## src/rtl/fetch_queue_pkg.sv

```systemverilog
// rtl/fetch_queue_pkg.sv - shared constants, FSM state enum and entry type for fetch_queue
package fetch_queue_pkg;

    localparam logic [31:0] NOP_IR          = 32'h0000_0000;
    localparam int          FQ_DEPTH_DEF    = 4;
    localparam logic [31:0] FQ_RESET_PC_DEF = 32'h0000_0000;

    typedef enum logic [1:0] {
        ST_IDLE = 2'd0,
        ST_WAIT = 2'd1,
        ST_DROP = 2'd2
    } fq_state_e;

    typedef struct packed {
        logic [31:0] pc;
        logic [31:0] npc;
        logic [31:0] ir;
    } fq_entry_t;

endpackage

```

## src/rtl/fetch_queue_store.sv

```systemverilog
// rtl/fetch_queue_store.sv - circular entry storage with read/write pointers and occupancy count
module fetch_queue_store
    import fetch_queue_pkg::*;
#(
    parameter  int DEPTH = FQ_DEPTH_DEF,
    localparam int AW    = $clog2(DEPTH),
    localparam int CW    = AW + 1
) (
    input  logic            clk,
    input  logic            rst,
    input  logic            flush_i,
    input  logic            push_i,
    input  logic            pop_i,
    input  fq_entry_t       wdata_i,
    output fq_entry_t       head_o,
    output logic [CW-1:0]   count_o
);

    fq_entry_t         mem_q [DEPTH];
    logic [AW-1:0]     wr_ptr_q, wr_ptr_d;
    logic [AW-1:0]     rd_ptr_q, rd_ptr_d;
    logic [CW-1:0]     count_q, count_d;

    always_comb begin
        wr_ptr_d = wr_ptr_q;
        rd_ptr_d = rd_ptr_q;
        count_d  = count_q;
        if (flush_i) begin
            wr_ptr_d = '0;
            rd_ptr_d = '0;
            count_d  = '0;
        end else begin
            if (push_i) wr_ptr_d = wr_ptr_q + AW'(1);
            if (pop_i)  rd_ptr_d = rd_ptr_q + AW'(1);
            case ({push_i, pop_i})
                2'b10:   count_d = count_q + CW'(1);
                2'b01:   count_d = count_q - CW'(1);
                default: count_d = count_q;
            endcase
        end
    end

    always_ff @(posedge clk) begin
        if (!rst) begin
            wr_ptr_q <= '0;
            rd_ptr_q <= '0;
            count_q  <= '0;
        end else begin
            wr_ptr_q <= wr_ptr_d;
            rd_ptr_q <= rd_ptr_d;
            count_q  <= count_d;
        end
    end

    // Payload needs no reset; occupancy alone decides what is visible.
    always_ff @(posedge clk) begin
        if (rst && push_i && !flush_i) mem_q[wr_ptr_q] <= wdata_i;
    end

    assign head_o  = mem_q[rd_ptr_q];
    assign count_o = count_q;

endmodule

```

## src/rtl/fetch_queue.sv

```systemverilog
// rtl/fetch_queue.sv - instruction fetch FSM feeding decode; FETCH_QUEUE_BYPASS_EN enables empty-queue bypass
module fetch_queue
    import fetch_queue_pkg::*;
#(
    parameter  int          DEPTH    = FQ_DEPTH_DEF,
    parameter  logic [31:0] RESET_PC = FQ_RESET_PC_DEF,
    localparam int          CW       = $clog2(DEPTH) + 1
) (
    input  logic            clk,
    input  logic            rst,
    output logic            imem_req,
    output logic [31:0]     imem_addr,
    input  logic            imem_valid,
    input  logic [31:0]     imem_data,
    input  logic            redirect,
    input  logic [31:0]     redirect_pc,
    input  logic            stall,
    output logic            out_valid,
    output logic [31:0]     out_ir,
    output logic [31:0]     out_npc,
    output logic [31:0]     out_pc,
    output logic [CW-1:0]   count
);

    fq_state_e      state_q, state_d;
    logic [31:0]    fetch_pc_q, fetch_pc_d;
    logic [31:0]    drop_addr_q;
    fq_entry_t      head, resp_entry;
    logic [CW-1:0]  occ, post_cnt;
    logic           resp_take, store_valid, bypass, push, pop;

    assign resp_take   = (state_q == ST_WAIT) && imem_valid && !redirect;
    assign store_valid = (occ != '0);
`ifdef FETCH_QUEUE_BYPASS_EN
    assign bypass      = resp_take && !store_valid && !stall;
`else
    assign bypass      = 1'b0;
`endif
    assign push        = resp_take && !bypass;
    assign pop         = store_valid && !stall && !redirect;
    assign resp_entry  = {fetch_pc_q, fetch_pc_q + 32'd4, imem_data};

    fetch_queue_store #(.DEPTH(DEPTH)) u_store (
        .clk     (clk),
        .rst     (rst),
        .flush_i (redirect),
        .push_i  (push),
        .pop_i   (pop),
        .wdata_i (resp_entry),
        .head_o  (head),
        .count_o (occ)
    );

    always_comb begin
        post_cnt = occ;
        if (push && !pop)      post_cnt = occ + CW'(1);
        else if (!push && pop) post_cnt = occ - CW'(1);
    end

    always_ff @(posedge clk) begin
        if (!rst) state_q <= ST_IDLE;
        else      state_q <= state_d;
    end

    always_comb begin
        state_d = state_q;
        case (state_q)
            ST_IDLE: if (!redirect && occ < CW'(DEPTH)) state_d = ST_WAIT;
            ST_WAIT: begin
                if (redirect)        state_d = ST_DROP;
                else if (imem_valid) state_d = (post_cnt < CW'(DEPTH)) ? ST_WAIT : ST_IDLE;
            end
            ST_DROP: if (!redirect && imem_valid) state_d = ST_IDLE;
            default: state_d = ST_IDLE;
        endcase
    end

    // While dropping, fetch_pc already holds the new target; keep the old address on the bus.
    always_comb begin
        imem_req  = (state_q != ST_IDLE);
        imem_addr = (state_q == ST_DROP) ? drop_addr_q : fetch_pc_q;
    end

    always_comb begin
        fetch_pc_d = fetch_pc_q;
        if (redirect)       fetch_pc_d = redirect_pc;
        else if (resp_take) fetch_pc_d = fetch_pc_q + 32'd4;
    end

    always_ff @(posedge clk) begin
        if (!rst) begin
            fetch_pc_q  <= RESET_PC;
            drop_addr_q <= RESET_PC;
        end else begin
            fetch_pc_q <= fetch_pc_d;
            if (state_q == ST_WAIT) drop_addr_q <= fetch_pc_q;
        end
    end

    always_comb begin
        out_valid = 1'b0;
        out_ir    = NOP_IR;
        out_npc   = 32'h0;
        out_pc    = 32'h0;
        if (bypass) begin
            out_valid = 1'b1;
            out_ir    = resp_entry.ir;
            out_npc   = resp_entry.npc;
            out_pc    = resp_entry.pc;
        end else if (store_valid) begin
            out_valid = 1'b1;
            out_ir    = head.ir;
            out_npc   = head.npc;
            out_pc    = head.pc;
        end
    end

    assign count = occ;

endmodule

```

## config.mk

```make
export PLATFORM = sky130hd
export DESIGN_NAME = fetch_queue
export DESIGN_NICKNAME = d
export VERILOG_FILES = /design/src/rtl/fetch_queue_pkg.sv /design/src/rtl/fetch_queue_store.sv /design/src/rtl/fetch_queue.sv
export SDC_FILE = /design/constraint.sdc
export NUM_CORES = 1
export LEC_CHECK = 0
export BUFFER_PORTS_ARGS = -buffer_cell sky130_fd_sc_hd__buf_2
export CORE_MARGIN = 10
export CORE_UTILIZATION = 37
export DETAILED_ROUTE_END_ITERATION = 10
export HOLD_SLACK_MARGIN = 0.03
export PLACE_DENSITY = 0.57
export REMOVE_ABC_BUFFERS = 1
export SETUP_SLACK_MARGIN = 0.5
export SLEW_MARGIN = 30
export SYNTH_ARGS = -nofsm -noshare
export SYNTH_HDL_FRONTEND = slang
export SYNTH_SLANG_ARGS = --single-unit
```

## constraint.sdc

```tcl
create_clock -name clk -period 5.8 [get_ports clk]
set_input_delay 1.16 -clock clk [delete_from_list [all_inputs] [get_ports clk]]
set_output_delay 1.16 -clock clk [all_outputs]
set_load 0.02 [all_outputs]
```

# Word-level counts from Yosys, hierarchy flattened
# Memory sizes are Yosys's and may differ from the RTL's. A register that Yosys moved wholly into a read port is not among the register bits.
# Index checks and enable logic that the tools add are counted.
# totals
regBits	73
ram_bits	384
inputBits	69
output_inout_bits	133
elab_cells	63
memories	1
# mem_list
name	words	width	read_ports	rd_ports_with_merged_regs	wr	line	rtl
u_store.mem_q	4	96	1	1	1	fetch_queue_store.sv:19	fq_entry_t mem_q [DEPTH];
# op_classes
add_sub_neg	5
order_cmp	2
eq_ne	7
n_mux	20
bitwise	1
reduce_logical	21
# op_table
cell	count
32-bit 2-to-1 mux	6
32-bit by 3-bit adder with 32-bit output, second input constant	1
2-bit 2-to-1 mux	6
1-bit logical AND	10
3-bit < comparator, second input constant	2
3-bit 2-to-1 mux	2
2-bit case mux with 3 select lines	1
3-bit case mux with 2 select lines	1
2-bit nonzero test	3
2-bit by 1-bit adder with 2-bit output, second input constant	2
2-bit by 1-bit equality test with 1-bit output, second input constant	2
2-bit equality test, second input constant	2
1-bit logical NOT	4
1-bit 2-to-1 mux	4
2-bit inequality test, second input constant	2
3-bit by 1-bit adder with 3-bit output, second input constant	1
3-bit inequality test, second input constant	1
3-bit AND reduction	1
3-bit nonzero test	1
3-bit by 1-bit subtractor with 3-bit output, second input constant	1
2-bit logical NOT	1
2-bit OR reduction	1
1-bit inverter	1

# Longest topological paths before layout
# Gate-level depths: netlist (run 1).
# logic_depth
word_depth	12
ltp_mapped	10

# Cells and area by module
# From an unflattened synthesis (run 1), not the netlist that was laid out.
# hier_totals
cells_unflattened	1154
area_unflattened_um2	18888.1
# modules_own_cells
module	n_inst	cells_each	area_per_inst_um2	seq_area_each_um2
fetch_queue_store	1	549	14293.7	11711.2
fetch_queue	1	605	4594.4	1321.3

# Least setup slack after synthesis (run 1)
# Ideal clock, no wire load.
# synth_timing
kind	input port to flip-flop
from	input imem_valid
to	memory u_store.mem_q[0][0] in the netlist's numbering, enable pin
arrival_ns	4.191
setup_slack_ns	1.146
stages	5
cell_sequence	nand3b_1 -> clkbuf_1 -> clkbuf_1 -> nor2_1 -> and2_1
# synth_via
elab_chain_cells	6
# synth_lines
element	line	rtl
start, declared	fetch_queue.sv:13	input logic imem_valid,
1-bit logical AND (2 in a row)	fetch_queue.sv:32	assign resp_take = (state_q == ST_WAIT) && imem_valid && !redirect;
1-bit logical AND (2 in a row)	fetch_queue_store.sv:57	if (rst && push_i && !flush_i) mem_q[wr_ptr_q] <= wdata_i;
1-bit 2-to-1 mux	fetch_queue_store.sv:57	
1-bit 2-to-1 mux (implied by the code)	fetch_queue_store.sv:57	
end, declared	fetch_queue_store.sv:19	
# Every way passes these cells.

==> results of run 1 <==
-- final timing paths --
| kind | from | to | slack (ns) | depth (start not counted) |
|---|---|---|---|---|
| worst max-delay path | flop | out_pc[10] | 1.90 | 4 |
| worst min-delay path | drop_addr_q[9] | drop_addr_q[9] | 0.45 | 2 |
| worst max register to register | fetch_pc_q[3] | u_store.mem_q[1][62] | 2.52 | 5 |
| worst min register to register | drop_addr_q[9] | drop_addr_q[9] | 0.45 | 2 |
-- metal layers --
layer	global-route usage, %	vias up	part of all wire, %
li1	-	4799	-
met1	21.3	5390	44
met2	24.5	332	47
met3	3.46	55	7.2
met4	4.55	0	1.8
met5	0	-	0
-- per-stage QoR --
stage	hold WS (ns)	setup WS, ns	TNS (ns)	total power, µW
3_3_place_gp	0.439	1.73	0	3960
5_1_grt	0.472	1.75	0	7080
2_1_floorplan	0.433	-0.240	-16.70	3810
4_1_cts	0.452	1.80	0	6920
3_5_place_dp	0.443	1.66	0	3970
6_report	0.452	1.90	0	6850
-- power by group --
group | switching (µW) | leakage (µW) | internal (µW)
registers | 63.0 | 0.00401 | 3540
clock network | 1250 | 0.000753 | 1700
logic | 184 | 0.00266 | 105
-- flip-flops by register name (all words and copies together) (netlist names), named ones only --
signal	count
drop_addr_q	32
fetch_pc_q	32
state_q	2
u_store.count_o	3
u_store.mem_q	376
u_store.rd_ptr_q	2
u_store.wr_ptr_q	2
-- synthesized netlist by cell type, types with 4 or more instances --
library cell  instances
a21oi_1              42
a311oi_1              5
a31oi_1              12
and2_1              102
buf_1                 5
buf_2                13
buf_6                 5
clkbuf_1             60
dfxtp_1              75
edfxtp_1            376
ha_1                 10
inv_1                11
mux2_2               28
mux4_2               94
nand2_1              97
nand2b_1              7
nand3_1              16
nand4_1               7
nor2_1               28
nor3_1               14
nor4_1                7
o21ai_0              28
o221ai_1              4
o311ai_0              4
o31ai_1               5
or3_1                11
or4_1                 8
xnor2_1              22
xor2_1               20
-- worst max-delay path: stages (launching register included) --
cell     delay [ns]
dfxtp_4        0.92
buf_4          0.50
mux4_2         0.35
and2_1         0.20
buf_2          0.17
-- kinds of logic (layout without fill, tap and decap cells) --
kind of cell	Yosys count	count (layout)
other	0	2
AND/OR/NAND/NOR	317	317
XOR/XNOR	42	42
AO/OA/AOI/OAI	114	114
flip-flops	451	451
adder cells (fa/ha/maj)	10	10
multiplexers	125	125
buffers and inverters	101	319
-- final cells by class --
type                       count  area share (%)
multi-input combinational    608            24.6
sequential                   451            58.7
inverter                      12           0.212
antenna                        2          0.0229
timing repair buffer         219            5.61
clock inverter                22           0.889
clock buffer                  66            6.13
tap                          672            3.85
==> flow_summary.json, run 1 <==
{
  "fill_cells": 4543,
  "ys_warn_count": 0,
  "clkSinkCount": 451,
  "initialDrtViolationCount": 780,
  "synthSimpleGateAreaFrac_pct": 9.08,
  "fin_util_pct": 43.8,
  "fin_area_um2": 21800,
  "syn_inst": 1160,
  "h-tree-depth": 2,
  "period_needed_ns": 3.90,
  "floorplan.rows": 82,
  "drcViolationCount": 0,
  "tightest_slew_ns": 0.939,
  "place_area_um2": 20300,
  "finalCritPeriodShare_pct": 67.3,
  "placedCellCount": 1961,
  "final_cell_mix": "376 x edfxtp_1, 201 x buf_2, 98 x and2_1",
  "hold_buffers": 0,
  "gp_congestion": 0.740,
  "synthArstFlopShare_pct": 0,
  "post_cts_buffers": 0,
  "slew_headroom_pct": 37.4,
  "yosysTopAreaCell": "edfxtp_1",
  "final_common_cell": "edfxtp_1",
  "status": "completed",
  "cp-end-kind": "primary output",
  "synth_top_area_share_pct": 60.8,
  "critical_path_arrival_ns": 2.74,
  "yosys.area_share.adder_pct": 0.673,
  "max_freq_mhz": 256,
  "synth.area.mux_share_pct": 13.3,
  "hp-class": "reg -> reg",
  "grt_pass1_vias": 11023,
  "die_h_um": 244,
  "ys_seq_elements": 451,
  "max_cap_violations": 0,
  "seq_area_frac_synth_pct": 68.9,
  "drt_pass1_iterations": 5,
  "cp.required_ns": 4.64,
  "fin_nets": 1418,
  "core_um2": 49900,
  "synth-compound-area-share_pct": 3.74,
  "start_util_pct": 37.3,
  "critPathLaunchType": "flop",
  "dieWidth_um": 244,
  "cp_max_fo": 51,
  "path_class": "reg -> out",
  "powerDensity_nw_per_um2": 314,
  "irDropWorstVdd_mv": 0.190,
  "clock_latency_ns": 0.60,
  "numCtsBuffers": 47,
  "setup_viol": 0,
  "grt_use_total_pct": 15.6,
  "synth_area_um2": 18600,
  "synthXorXnorAreaFrac_pct": 1.98,
  "overflow": 0,
  "ctsResizeCount": 0,
  "synth_area_leaders": "edfxtp_1 61%, mux4_2 11%, dfxtp_1 8.1%",
  "grt_start_max_net_pins": 65,
  "portBuffers": 201,
  "synth-edff-count": 376,
  "clk_path_buf_depth": 3,
  "routed_wl_um": 46900,
  "clkTransAtPathRegs_ns": 0.06,
  "route.vias.total": 10576,
  "synth_top_family_by_area": "multiplexers",
  "grt_first_pass_wirelength_um": 70900,
  "syn_area_per_cell_um2": 16.0,
  "die_area_um2": 59600,
  "io_pins": 202,
  "drive_gt1_share_pct": 31.3,
  "yosysUniqueCellTypes": 56,
  "avgViaCountPerCell": 5.15,
  "ant_nets": 0,
  "cts_tree": "built",
  "syn_to_final_growth_pct": 17.5,
  "layout.area.seq_um2": 12800,
  "clockRootBuffer": "clkbuf_16",
  "fin_skew_ns": 0.0253,
  "place_hpwl_um": 29700,
  "ys.flop_type": "edfxtp_1",
  "finalHoldViolCount": 0,
  "routedWlPerCell_um": 22.9,
  "leakagePower_uw": 0.00742,
  "antenna_found_initial": 4,
  "maxSlewViolCount": 0,
  "multi_input_area_um2": 5370,
  "final_cells": 2052,
  "rsz0062_at_grt": "false"
}
No activity file was read; power rests on OpenSTA's default activity.
==> run 2: changes to the inputs <==
- clock period: 5.8 -> 4 ns (I/O delays scaled with it)
==> run 2 against run 1 <==
  * Via count grew 1.1%
  * Highest routed layer unchanged
  * Design area grew 0.91%
  * Sequential cell count did not move
  * Utilization is 0.40 points higher
  * Combinational power grew 51%
  * Clock power increased by 49%
  * Total power rose by 47%
  * Sequential power is 45% higher
  * Die area unchanged
  * First-iteration DRC count fell by 0.77%
  * Register-to-register slack got worse by 1.3 ns
==> flow_summary.json, run 2 (synthesis results as in run 1) <==
{
  "grt_use_total_pct": 15.8,
  "io_pins": 202,
  "tightest_slew_ns": 0.923,
  "avgViaCountPerCell": 5.17,
  "p_seq_share_pct": 52.0,
  "min_from": "imem_data[24]",
  "path_class": "reg -> out",
  "drive_gt1_share_pct": 31.8,
  "rr_endpoint": "fetch_pc_q[21]",
  "start_util_pct": 37.3,
  "rrSetupSlack_ns": 1.20,
  "power_switching_uw": 2140,
  "fin_tns_setup_ns": 0,
  "core_um2": 49900,
  "antenna_found_initial": 3,
  "clk_path_buf_depth": 3,
  "largest_reg_flops": 376,
  "clkSinkCount": 451,
  "fin_nets": 1433,
  "overflow": 0,
  "cp_max_fo": 18,
  "clkTransAtPathRegs_ns": 0.06,
  "clockPowerShare_pct": 43.7,
  "drt_pass1_iterations": 5,
  "grt_start_max_net_pins": 59,
  "fin_skew_ns": 0.0202,
  "whs_endpoint": "u_store.mem_q[3][24]",
  "status": "completed",
  "final_common_cell": "edfxtp_1",
  "top_register": "u_store.mem_q",
  "max_freq_mhz": 302,
  "grt_first_pass_wirelength_um": 71700,
  "r2r-start": "fetch_pc_q[5]",
  "setup_viol": 0,
  "powerDensity_nw_per_um2": 456,
  "hold_buffers": 0,
  "numCtsBuffers": 48,
  "rsz0062_at_grt": "false",
  "routed_wl_um": 47700,
  "drcViolationCount": 0,
  "route.vias.total": 10690,
  "grt_pass1_vias": 11102,
  "slew_headroom_pct": 38.5,
  "syn_to_final_growth_pct": 18.5,
  "ctsResizeCount": 0,
  "clockRootBuffer": "clkbuf_16",
  "preCtsSetupSlack_ns": 1.15,
  "leakagePower_uw": 0.00752,
  "p_int_uw": 7910,
  "gp_congestion": 0.778,
  "place_hpwl_um": 29800,
  "initialDrtViolationCount": 774,
  "irDropWorstVdd_mv": 0.282,
  "critical_path_arrival_ns": 2.51,
  "ant_nets": 0,
  "die_area_um2": 59600,
  "critPathLaunchType": "flop",
  "finalHoldViolCount": 0,
  "cp.required_ns": 3.20,
  "floorplan.rows": 82,
  "finalCritPeriodShare_pct": 82.7,
  "cts_tree": "built",
  "routedWlPerCell_um": 23.1,
  "max_cap_violations": 0,
  "hp-class": "in -> reg",
  "cp-end-kind": "primary output",
  "portBuffers": 201,
  "swShare_pct": 21.3,
  "period_needed_ns": 3.31,
  "r2r_cells": 4,
  "maxSlewViolCount": 0,
  "post_cts_buffers": 0,
  "worstHoldPathCells": 1,
  "clock_latency_ns": 0.58,
  "setup_ws_ns": 0.691,
  "dieWidth_um": 244,
  "final_cell_mix": "376 x edfxtp_1, 201 x buf_2, 98 x and2_1",
  "reg_top3": "u_store.mem_q x376, drop_addr_q x32, fetch_pc_q x32",
  "h-tree-depth": 2,
  "die_h_um": 244,
  "comb_power_share_pct": 4.3
}
[run 2: routing by layer]
layer	vias to the layer above	part of all wire, %	track usage [%]	wire, µm
met5	-	0	0	0
li1	4835	-	-	-
met1	5411	44	21.2	20800
met3	70	7.1	3.61	3390
met4	0	2.4	5.06	1150
met2	374	47	25.0	22300
[run 2: power groups by stage]
stage	Combinational [µW]	Clock (µW)	Sequential (µW)
detailed placement	440	0	5320
CTS	442	4520	5220
global placement	432	0	5320
global route	474	4700	5230
finish	435	4390	5220
floorplan	229	0	5300
[run 2: stage by stage]
stage / cells / cell area, µm² / total power, µW / hold slack (ns) / utilization, %
detailed placement: 1976 / 20500 / 5760 / 0.444 / 41.0
global route: 2064 / 22000 / 10400 / 0.430 / 44.1
finish: 2067 / 22000 / 10000 / 0.446 / 44.2
global placement: 1975 / 20400 / 5750 / 0.438 / 41.0
CTS: 2064 / 22000 / 10200 / 0.413 / 44.1
floorplan: 1071 / 18200 / 5520 / 0.433 / -
[run 2: layout make-up]
cell class                      instances  area (µm²)
Antenna cell                            3        7.51
Clock buffer                           67        1360
Clock inverter                         21         203
Fill cell                            4500       27800
Inverter                               12        47.5
Multi-Input combinational cell        608        5370
Sequential cell                       451       12800
Tap cell                              672         841
Timing Repair Buffer                  233        1390
[run 2: worst max-delay path by stage]
stage / from / endpoint / slack, ns / depth (start not counted)
after global placement: redirect / u_store.mem_q[0][19] / 1.13 / 6
after detailed placement: redirect / u_store.mem_q[0][18] / 1.15 / 6
final: state_q[1] / imem_addr[26] / 0.69 / 4
after CTS: flop / out_pc[6] / 0.63 / 4
after global routing: u_store.count_o[0] / out_npc[11] / 0.53 / 6
after floorplan: flop / out_npc[0] / -1.68 / 2
[run 2: critical path: stages, from the launching register on]
cell,delay [ns]
dfxtp_1,0.48
nor2b_4,0.60
buf_4,0.33
mux2_2,0.36
buf_2,0.16
==> run 3: changes to the inputs <==
- clock period: 4 -> 3.05 ns (I/O delays scaled with it)
==> run 3 against run 2 <==
  * Total power grew 32%
  * Sequential share of layout area down 3.7 points
  * Routed wire length up 7.3%
  * Critical path depth is 2 higher
  * Critical path type unchanged
  * Design area up 6.9%
  * Clock power is 30% higher
==> flow_summary.json, run 3 (synthesis results as in run 1) <==
{
  "status": "completed",
  "dieWidth_um": 244,
  "cts_tree": "built",
  "start_util_pct": 37.3,
  "finalCritPeriodShare_pct": 92.8,
  "die_h_um": 244,
  "critical_path_arrival_ns": 2.22,
  "total_power_uw": 13200,
  "avgViaCountPerCell": 5.23,
  "core_um2": 49900,
  "clkSinkCount": 451,
  "worstHoldPathCells": 1,
  "path_delay_family": "buffers and inverters",
  "path_buf_inv": 4,
  "antenna_found_initial": 4,
  "route.vias.total": 11085,
  "clk_path_buf_depth": 3,
  "whs_ns": 0.223,
  "cp.required_ns": 2.44,
  "wl_met2_um": 24200,
  "fin_tns_setup_ns": 0,
  "grt_pass1_vias": 11346,
  "largest_reg_flops": 376,
  "r2r-start": "fetch_pc_q[23]",
  "routed_wl_um": 51100,
  "finalHoldViolCount": 0,
  "numCtsBuffers": 48,
  "min_from": "imem_data[8]",
  "path_class": "reg -> out",
  "die_area_um2": 59600,
  "gp_congestion": 0.776,
  "hold_buffers": 0,
  "top_register": "u_store.mem_q",
  "setup_viol": 0,
  "period_needed_ns": 2.83,
  "drive_gt1_share_pct": 39.3,
  "final_common_cell": "edfxtp_1",
  "ant_nets": 0,
  "swShare_pct": 22.1,
  "fin_skew_ns": 0.0278,
  "fill_cells": 4366,
  "whs_endpoint": "u_store.mem_q[2][8]",
  "cp_max_fo": 6,
  "p_int_uw": 10300,
  "leakagePower_uw": 0.00810,
  "rsz0062_at_grt": "true",
  "place_hpwl_um": 30200,
  "h-tree-depth": 2,
  "wl_met1_um": 23100,
  "placedCellCount": 1999,
  "clockRootBuffer": "clkbuf_16",
  "comb_power_share_pct": 5.6,
  "tightest_slew_ns": 0.954,
  "powerDensity_nw_per_um2": 562,
  "overflow": 0,
  "syn_to_final_growth_pct": 26.7,
  "irDropWorstVdd_mv": 0.385,
  "hp-class": "in -> reg",
  "max_cap_violations": 0,
  "initialDrtViolationCount": 848,
  "reg_top3": "u_store.mem_q x376, drop_addr_q x32, fetch_pc_q x32",
  "crit_chain": "buf_4, buf_12, buf_16, mux4_2, and2_4, buf_6",
  "floorplan.rows": 82,
  "drt_pass1_iterations": 5,
  "io_pins": 202,
  "final_cell_mix": "376 x edfxtp_1, 124 x buf_2, 97 x nand2_1",
  "clkTransAtPathRegs_ns": 0.06,
  "routedWlPerCell_um": 24.1,
  "r2r_cells": 4,
  "top_layer": "met4",
  "rr_endpoint": "u_store.mem_q[0][57]",
  "drcViolationCount": 0,
  "slew_headroom_pct": 36.4,
  "routed-wl-met3_um": 2970,
  "maxSlewViolCount": 0,
  "critPathLaunchType": "flop",
  "grt_first_pass_wirelength_um": 74900,
  "slowest_delay_ns": 0.51,
  "max_freq_mhz": 353,
  "grt_use_total_pct": 16.6,
  "cp-end-kind": "primary output",
  "portBuffers": 201,
  "power_switching_uw": 2930,
  "rrSetupSlack_ns": 0.64,
  "clockPowerShare_pct": 43.0,
  "p_seq_share_pct": 51.4,
  "clock_latency_ns": 0.60,
  "fin_util_pct": 47.2,
  "final_cells": 2120,
  "grt_start_max_net_pins": 61,
  "fin_nets": 1487,
  "slowest_stage": "mux4_2"
}
## run 3: cell count changes in the layout (fill, tap and decap cells not counted), sizes merged
| cell | change |
|---|---|
| clkinvlp | +1 |
| inv | +2 |
| clkbuf | -7 |
| diode | -1 |
| clkinv | +8 |
| buf | +50 |
## run 3: layer usage
metal	track usage [%]	vias up
met2	26.6	350
met5	0	-
li1	-	4973
met4	3.58	0
met1	23.0	5702
met3	3.60	60
## run 3: how the worst max path moves through the flow
| stage | slack [ns] | endpoint | from | depth (start not counted) |
|---|---|---|---|---|
| after floorplan | -2.44 | out_npc[0] | flop | 2 |
| after global placement | 0.61 | u_store.mem_q[2][58] | fetch_pc_q[18] | 4 |
| after detailed placement | 0.56 | u_store.mem_q[1][62] | fetch_pc_q[18] | 4 |
| after CTS | 0.17 | out_pc[5] | flop | 5 |
| after global routing | 0.15 | out_npc[5] | flop | 6 |
| final | 0.22 | out_pc[0] | flop | 6 |
## run 3: stage by stage
step | cell area, µm² | worst slack, ns
finish | 23500 | 0.221
global route | 23500 | 0.150
CTS | 23200 | 0.173
detailed placement | 20700 | 0.564
global placement | 20700 | 0.613
floorplan | 18200 | -2.44
## run 3: what timing repair did
item / 4_1_cts / 5_1_grt
setup buffers: 12 / 1
pin swaps: 0 / 0
gates resized for setup: 196 / 62
setup endpoints to repair: 129 / 134
cloned: 13 / 5
## run 3: power by group through the flow
| stage | Sequential [µW] | Combinational, µW | Clock (µW) |
|---|---|---|---|
| finish | 6800 | 738 | 5690 |
| floorplan | 6940 | 300 | 0 |
| global route | 6810 | 794 | 6080 |
| detailed placement | 6940 | 643 | 0 |
| global placement | 6930 | 634 | 0 |
| CTS | 6800 | 705 | 5840 |
## run 3: worst reg2reg max path, delay by kind of cell (launching register included)
kind                   cells  cell delay (ns)
AND/OR/NAND/NOR            2             1.16
buffers and inverters      1             0.16
XOR/XNOR                   1             0.36
flip-flops                 1             0.51
## run 3: cell type report
type                            instances  area (µm²)  area share (%)
Sequential cell                       451       12800            54.4
Timing Repair Buffer                  287        2740            11.6
Tap cell                              672         841            3.57
Multi-Input combinational cell        608        5570            23.7
Inverter                               12        45.0           0.191
Clock inverter                         32         289            1.23
Antenna cell                            2        5.00          0.0213
Clock buffer                           56        1240            5.27
